### config.mk
export PLATFORM = sky130hd
export DESIGN_NAME = mac_result_drain
export DESIGN_NICKNAME = d
export VERILOG_FILES = /design/src/rtl/mac_result_drain.sv
export SDC_FILE = /design/constraint.sdc
export NUM_CORES = 1
export LEC_CHECK = 0
export ABC_AREA = 1
export BUFFER_PORTS_ARGS = -buffer_cell sky130_fd_sc_hd__buf_2
export CORE_ASPECT_RATIO = 0.6
export CORE_MARGIN = 2
export CORE_UTILIZATION = 40
export CTS_CLUSTER_SIZE = 30
export DETAILED_ROUTE_END_ITERATION = 10
export PLACE_DENSITY_LB_ADDON = 0.15
export SYNTH_ARGS = -nofsm -noshare
export SYNTH_HDL_FRONTEND = slang
export SYNTH_SLANG_ARGS = --single-unit
### constraint.sdc
create_clock -name clk -period 11.7 [get_ports clk]
set_input_delay 1.17 -clock clk [delete_from_list [all_inputs] [get_ports clk]]
set_output_delay 1.17 -clock clk [all_outputs]
set_load 0.02 [all_outputs]
### src/rtl/mac_result_drain.sv
// Buffers whole MAC-array result vectors and serializes them lane by lane onto a valid/ready stream.
// Optional macro MAC_DRAIN_CNT_EN adds vec_cnt_o, a count of fully drained vectors.
module mac_result_drain #(
  parameter int DATA_WIDTH = 16,
  parameter int ARRAY_ROWS = 16,
  parameter int VEC_DEPTH  = 4
) (
  input  logic                                 clk,
  input  logic                                 rst_n,
  input  logic                                 cap_valid_i,
  input  logic [DATA_WIDTH*ARRAY_ROWS-1:0]     mac_result_i,
  output logic                                 cap_ready_o,
  input  logic                                 flush_i,
  output logic                                 out_valid_o,
  input  logic                                 out_ready_i,
  output logic [DATA_WIDTH-1:0]                out_data_o,
  output logic [$clog2(ARRAY_ROWS)-1:0]        out_lane_o,
  output logic                                 out_last_o,
  output logic                                 overflow_o,
  output logic [$clog2(VEC_DEPTH):0]           level_o
`ifdef MAC_DRAIN_CNT_EN
  ,
  output logic [31:0]                          vec_cnt_o
`endif
);

  localparam int PW = $clog2(VEC_DEPTH) + 1;
  localparam int IW = PW - 1;
  localparam int LW = $clog2(ARRAY_ROWS);
  localparam int VW = DATA_WIDTH * ARRAY_ROWS;

  typedef enum logic {IDLE, STREAM} state_t;

  state_t          state_q, state_d;
  logic [PW-1:0]   wr_ptr_q, rd_ptr_q;
  logic [LW-1:0]   lane_cnt_q;
  logic [VW-1:0]   mem_q [VEC_DEPTH];
  logic [VW-1:0]   head_vec;
  logic [DATA_WIDTH-1:0] head_lanes [ARRAY_ROWS];
  logic            full, empty, push, pop_word, last_lane, pop_vec, overflow_q;
  logic [PW-1:0]   level;

  assign full      = (wr_ptr_q[IW-1:0] == rd_ptr_q[IW-1:0]) && (wr_ptr_q[PW-1] != rd_ptr_q[PW-1]);
  assign empty     = (wr_ptr_q == rd_ptr_q);
  assign level     = wr_ptr_q - rd_ptr_q;
  assign push      = cap_valid_i && !full && !flush_i;
  assign pop_word  = (state_q == STREAM) && out_ready_i && !flush_i;
  assign last_lane = (lane_cnt_q == LW'(ARRAY_ROWS - 1));
  assign pop_vec   = pop_word && last_lane;

  assign cap_ready_o = !full;
  assign overflow_o  = overflow_q;
  assign level_o     = level;

  assign head_vec = mem_q[rd_ptr_q[IW-1:0]];
  for (genvar r = 0; r < ARRAY_ROWS; r++) begin : g_lanes
    assign head_lanes[r] = head_vec[r*DATA_WIDTH +: DATA_WIDTH];
  end

  // Vector storage carries no reset; it is only observed through the STREAM state.
  always_ff @(posedge clk) begin
    if (push) begin
      mem_q[wr_ptr_q[IW-1:0]] <= mac_result_i;
    end
  end

  always_ff @(posedge clk or negedge rst_n) begin
    if (!rst_n) begin
      wr_ptr_q   <= '0;
      rd_ptr_q   <= '0;
      lane_cnt_q <= '0;
      overflow_q <= 1'b0;
    end else if (flush_i) begin
      wr_ptr_q   <= '0;
      rd_ptr_q   <= '0;
      lane_cnt_q <= '0;
      overflow_q <= 1'b0;
    end else begin
      if (push) begin
        wr_ptr_q <= wr_ptr_q + PW'(1);
      end
      if (pop_word) begin
        if (last_lane) begin
          lane_cnt_q <= '0;
          rd_ptr_q   <= rd_ptr_q + PW'(1);
        end else begin
          lane_cnt_q <= lane_cnt_q + LW'(1);
        end
      end
      if (cap_valid_i && full) begin
        overflow_q <= 1'b1;
      end
    end
  end

  always_ff @(posedge clk or negedge rst_n) begin
    if (!rst_n) begin
      state_q <= IDLE;
    end else begin
      state_q <= state_d;
    end
  end

  // Leaving STREAM only when the sole stored vector finishes and nothing replaces it.
  always_comb begin
    state_d     = state_q;
    out_valid_o = 1'b0;
    out_data_o  = '0;
    out_lane_o  = '0;
    out_last_o  = 1'b0;
    case (state_q)
      IDLE: begin
        if (push) begin
          state_d = STREAM;
        end
      end
      STREAM: begin
        out_valid_o = 1'b1;
        out_data_o  = head_lanes[lane_cnt_q];
        out_lane_o  = lane_cnt_q;
        out_last_o  = last_lane;
        if (pop_vec && (level == PW'(1)) && !push) begin
          state_d = IDLE;
        end
      end
      default: state_d = IDLE;
    endcase
    if (flush_i) begin
      state_d = IDLE;
    end
    if (empty && !push) begin
      state_d = IDLE;
    end
  end

`ifdef MAC_DRAIN_CNT_EN
  always_ff @(posedge clk or negedge rst_n) begin
    if (!rst_n) begin
      vec_cnt_o <= '0;
    end else if (flush_i) begin
      vec_cnt_o <= '0;
    end else if (pop_vec) begin
      vec_cnt_o <= vec_cnt_o + 32'd1;
    end
  end
`endif

endmodule

==> results.ini, run 1 <==
[detailed_routing]
drt_first_pass_iters=5
remaining_drc_errors=0
drtIter0Drc=2849
wl_um=127000
drtAntennaViolNets=0
vias_per_cell=4.91
wl_per_cell_um=21.7
vias=28700

[yosys]
ys_warn_count=0
synthDistinctLibCells=26
synth_seq_cells=1036
synth_seq_area_share=0.712
syn-instance-count=4099
synth.avg_cell_area_um2=10.6
netlist_area_um2=43600
synth_nets=4369

[floorplanning]
die_h_um=260
rows=93
start_util=0.405
io_pins=288
core_area_um2=108000
dieWidth_um=430
dieArea_um2=112000

[placed_design]
place_inst=5635
pre_cts_slack_ns=6.39
gp_congestion=0.809
hpwl_um=75100
numPortBuffers=287

[layout]
nets=4583
fill_cells=10000
area_growth_pct=13.9
drive_above_1_share=0.110
utilization=0.462
final_cells=5838

[timing]
tightest_slew_ns=1.09
drv_slew=0
setup_ws_ns=5.55
setup_viol_count_final=0
slew_headroom=0.272
fmax_mhz=163
period_needed_ns=6.15
skew_ns=0.0247
finalCritPeriodShare=0.525
finalHoldViolations=0
rsz0062_at_grt=false

[critical_path]
arrival_ns=4.98
r2r_cells=7
r2r_slack_ns=6.68
critPathKind=register to output pin
required_ns=10.53
regToRegEndpoint=mem_q[3][234]$_DFFE_PP_
cp-endpoint=out_data_o[4]
cp-end-kind=output pin
critPathMaxFanout=158
worstReg2RegStart=rd_ptr_q[1]$_DFFE_PN0P_
critPathLaunch=rd_ptr_q[0]$_DFFE_PN0P_
startpoint_type=register

[clocking]
cts_setup_buffers=0
cts.clk_slew.worst_paths_ns=0.07
clkLatencyLatePin_ns=0.70
htree_levels=3
cts_buffer_depth=3
cts_tree=done
cts_hold_buf=0
cts_resized=0
root_buffer=clkbuf_16
cts.sinks=1036
cts_buffers=101

[pwr]
powerDensity_nw_per_um2=160
ir_drop_mv=0.0872
p_total_w=0.00794
power.leakage_nw=20.2

[global_routing]
antenna_found_initial=62
track_usage=0.225
grt_pass1_vias=26600
overflow=0
grt_pass1_wl_um=185000
grt_max_degree=173

[outcome]
status=finished clean

[run]
cap_violations=0

[hold_path]
worstHoldPathType=input port to async pin

metrics by stage:
step	TNS (ns)	hold WS [ns]	instance area, µm²
global route	0	0.329	49600
floorplan	-1528.24	0.515	43600
detailed placement	0	0.506	46300
global placement	0	0.504	46300
CTS	0	0.313	49600
finish	0	0.362	49700
where the power goes:
part           internal [W]  total (W)  leakage, nW  switching [W]
combinational     0.0000953   0.000361         9.10       0.000265
clock               0.00194    0.00337         1.64        0.00143
sequential          0.00419    0.00421         9.46      0.0000261
registers in the layout, indices dropped and copies added (netlist names):
| register | cells |
|---|---|
| mem_q | 1024 |
| wr_ptr_q | 3 |
| lane_cnt_q | 4 |
| rd_ptr_q | 3 |
| state_q | 1 |
| overflow_o | 1 |
logic make-up after synthesis:
group                    after synthesis  synth area share
AND/OR/NAND/NOR                     2302             0.211
flip-flops                          1036             0.712
buffers and inverters                603            0.0563
AO/OA/AOI/OAI                        147            0.0169
adder cells (fa/ha/maj)                9           0.00276
XOR/XNOR                               2          0.000402
Yosys cell counts:
cell      instances  area (µm²)
buf_1            18        67.6
a21oi_1          29         145
fa_1              1        20.0
clkinv_1          5        18.8
and2_1            1        6.26
and3_1            1        6.26
o21ai_0          83         415
nand4_1           1        6.26
inv_2             2        7.51
nor2_2            1        6.26
dfrtp_1          12         300
nor4_1            1        6.26
nand3_1         441        2210
edfxtp_1       1024       30700
xor2_1            1        8.76
inv_1           385        1450
xnor2_1           1        8.76
ha_1              8         100
nand2_1        1552        5830
or2_2             5        31.3
clkbuf_1         71         267
buf_4            15         113
nor2_1          299        1120
buf_2           107         536
o22ai_1           2        12.5
o21ai_1          33         165
routing by layer:
metal	global-route usage	up-vias	routed length (µm)
met2	0.339	761	55700
met5	0	-	172
met3	0.0524	206	8540
met1	0.332	13800	59800
met4	0.0488	28	2630
li1	-	13900	-
layout make-up:
type	instances	area, µm²	share of cell area
flip-flops and latches	1036	31100	0.625
multi-input cells	2460	10100	0.204
clock buffers	128	2690	0.0542
repair buffers	322	1820	0.0367
well taps	1425	1780	0.0359
inverters	392	1490	0.0299
clock inverters	57	653	0.0131
diodes	18	45.0	0.000907
cells in the final DEF (no fill, tap or decap):
cell        Yosys  final
diode_2         0     18
nand4_1         1      1
nand2_1      1552   1552
dfrtp_1        12      9
buf_4          15     25
ha_1            8      8
clkinv_1        5     23
and2_1          1      1
o22ai_1         2      2
o21ai_1        33     33
clkinv_8        0      1
clkbuf_16       0    104
inv_6           0      4
nor4_1          1      1
clkinvlp_4      0      1
clkbuf_1       71     24
buf_2         107    287
fa_1            1      1
edfxtp_1     1024   1024
nor2_4          0      5
xnor2_1         1      1
dfrtp_4         0      3
inv_1         385    383
nand3_1       441    441
inv_2           2      2
or2_2           5      5
clkinv_2        0     17
xor2_1          1      1
o21ai_0        83     83
buf_12          0     10
bufinv_16       0     14
nor2_1        299    295
and3_1          1      1
a21oi_1        29     29
inv_8           0      4
worst min path at each step:
stage               slack, ns               startpoint                      end
finish                   0.36                    rst_n  wr_ptr_q[0]$_DFFE_PN0P_
global route             0.33                    rst_n  wr_ptr_q[0]$_DFFE_PN0P_
global placement         0.50   overflow_o$_DFFE_PN0P_   overflow_o$_DFFE_PN0P_
CTS                      0.31                    rst_n  wr_ptr_q[0]$_DFFE_PN0P_
detailed placement       0.51   overflow_o$_DFFE_PN0P_   overflow_o$_DFFE_PN0P_
floorplan                0.52  wr_ptr_q[2]$_DFFE_PN0P_  wr_ptr_q[2]$_DFFE_PN0P_
critical path, cell delays in order, from the launching register on:
cell and delay, ns:
dfrtp_4 0.89, buf_12 0.61, buf_12 0.57, nand2_1 0.10
nand2_1 0.10, nand2_1 0.05, nand3_1 0.17, nand3_1 0.46
nand2_1 0.19, nand2_1 0.11, nand2_1 0.09, nor2_1 0.10
nor2_1 0.20, buf_2 0.23
(Power assumes the default switching activity.)
==> inputs of run 2 (changes only) <==
Clock period 11.7 ns to 5.4 ns, I/O delays scaled along.
==> results.ini, run 2 (synthesized netlist as in run 1, its figures left out) <==
[outcome]
status=finished clean

[critical_path]
arrival_ns=3.95
startpoint_type=register
required_ns=4.86
worstReg2RegStart=rd_ptr_q[0]$_DFFE_PN0P_
critPathLaunch=lane_cnt_q[0]$_DFFE_PN0P_
critPathKind=register to output pin
critPathMostFrequentCell=nand2_1
cp_slowest_cell=inv_2
path_cells=nand2_1, inv_2, nand2_1, nand2_1, inv_1, nand2_1, nand2_1, nand2_1, inv_1, a21oi_1, buf_2
cp_slowest_stage_delay_ns=0.86
r2r_slack_ns=1.83
cp-end-kind=output pin
critPathMaxFanout=40

[timing]
drv_slew=0
finalCritPeriodShare=0.832
fmax_mhz=223
skew_ns=0.0274
rsz0062_at_grt=false
period_needed_ns=4.49
slew_headroom=0.229
tns_ns=0
setup_viol_count_final=0
finalHoldViolations=0
tightest_slew_ns=1.15

[pwr]
power.leakage_nw=20.3
powerDensity_nw_per_um2=336
ir_drop_mv=0.238

[floorplanning]
dieArea_um2=112000
dieWidth_um=430
rows=93
die_h_um=260
start_util=0.405
io_pins=288
core_area_um2=108000

[layout]
final_cell_mix=nand2_1, edfxtp_1, nand3_1
drive_above_1_share=0.111
layout_commonest_cell=nand2_1
nets=4618
fill_cells=9960
area_growth_pct=14.6
multi_input_area_um2=10200
final_cells=5878
ff_latch_area_um2=31100
final_cell_area_um2=50000
largest_register_ffs=1024

[detailed_routing]
wl_per_cell_um=21.4
remaining_drc_errors=0
vias_per_cell=4.89
wl_um=126000
drt_first_pass_iters=5
drtAntennaViolNets=0
vias=28700
drtIter0Drc=2675

[clocking]
cts_tree=done
htree_levels=3
cts_resized=0
cts.clk_slew.worst_paths_ns=0.07
cts_hold_buf=19
cts_buffers=102
cts_buffer_depth=3
cts.sinks=1036
root_buffer=clkbuf_16
clkLatencyLatePin_ns=0.71
cts_setup_buffers=0

[placed_design]
dpl_cell_area_um2=46600
place_inst=5650
gp_congestion=0.823
numPortBuffers=287
hpwl_um=75800

[global_routing]
track_usage=0.223
overflow=0
grt_pass1_wl_um=184000
grt_max_degree=160
grt_pass1_vias=27000
antenna_found_initial=57

[hold_path]
hp-start=mac_result_i[253]
worstHoldPathType=input port to register

[run]
cap_violations=0

==> run 2: changes by cell type in the layout (fill, tap and decap cells not counted), sizes merged <==
cell / before / now
dlygate4sd3: 0 / 19
buf: 322 / 337
clkinv: 41 / 55
bufinv: 14 / 5
diode: 18 / 20
inv: 393 / 391
clkbuf: 128 / 129
==> run 2: path summary, 6_finish.rpt <==
| check | to | cells past startpoint |
|---|---|---|
| setup / recovery | out_data_o[13] | 11 |
| hold / removal | mem_q[1][253]$_DFFE_PP_ | 1 |
| max in group asynchronous | rd_ptr_q[1]$_DFFE_PN0P_ | 2 |
| hold reg to reg | wr_ptr_q[2]$_DFFE_PN0P_ | 2 |
| setup reg to reg | mem_q[3][154]$_DFFE_PP_ | 6 |
| min in group asynchronous | lane_cnt_q[1]$_DFFE_PN0P_ | 2 |
==> run 2: critical path: cells and delay by family, from the launching register on <==
| family | cells | cell delay (ns) |
|---|---|---|
| AND/OR/NAND/NOR | 6 | 1.00 |
| AO/OA/AOI/OAI | 1 | 0.20 |
| buffers and inverters | 4 | 1.26 |
| flip-flops | 1 | 0.73 |
==> run 2: report_power, final <==
group	internal (W)	switching [W]
Clock	0.00375	0.00310
Combinational	0.000224	0.000583
Sequential	0.00907	0.0000507
==> run 2: metal layers <==
layer	vias up	GRT usage	share of wire
met5	-	0	0.0015
met4	30	0.0493	0.017
met3	194	0.0534	0.065
met2	777	0.332	0.44
met1	13700	0.330	0.47
li1	14000	-	-
==> run 2: cell type report <==
| cell class | instances | area share |
|---|---|---|
| Antenna cell | 20 | 0.00100 |
| Tap cell | 1425 | 0.0357 |
| Clock buffer | 129 | 0.0535 |
| Clock inverter | 60 | 0.00929 |
| Sequential cell | 1036 | 0.621 |
| Multi-Input combinational cell | 2460 | 0.203 |
| Inverter | 392 | 0.0298 |
| Timing Repair Buffer | 356 | 0.0458 |
==> run 2: stage by stage <==
stage	power [W]	setup slack (ns)	hold WS, ns	utilization
CTS	0.0169	0.823	0.0000749	0.464
floorplan	0.00966	-0.150	0.244	-
global placement	0.0101	1.57	0.471	0.433
finish	0.0168	0.909	0.0395	0.464
global route	0.0173	0.705	0.00246	0.464
detailed placement	0.0101	1.61	0.469	0.433
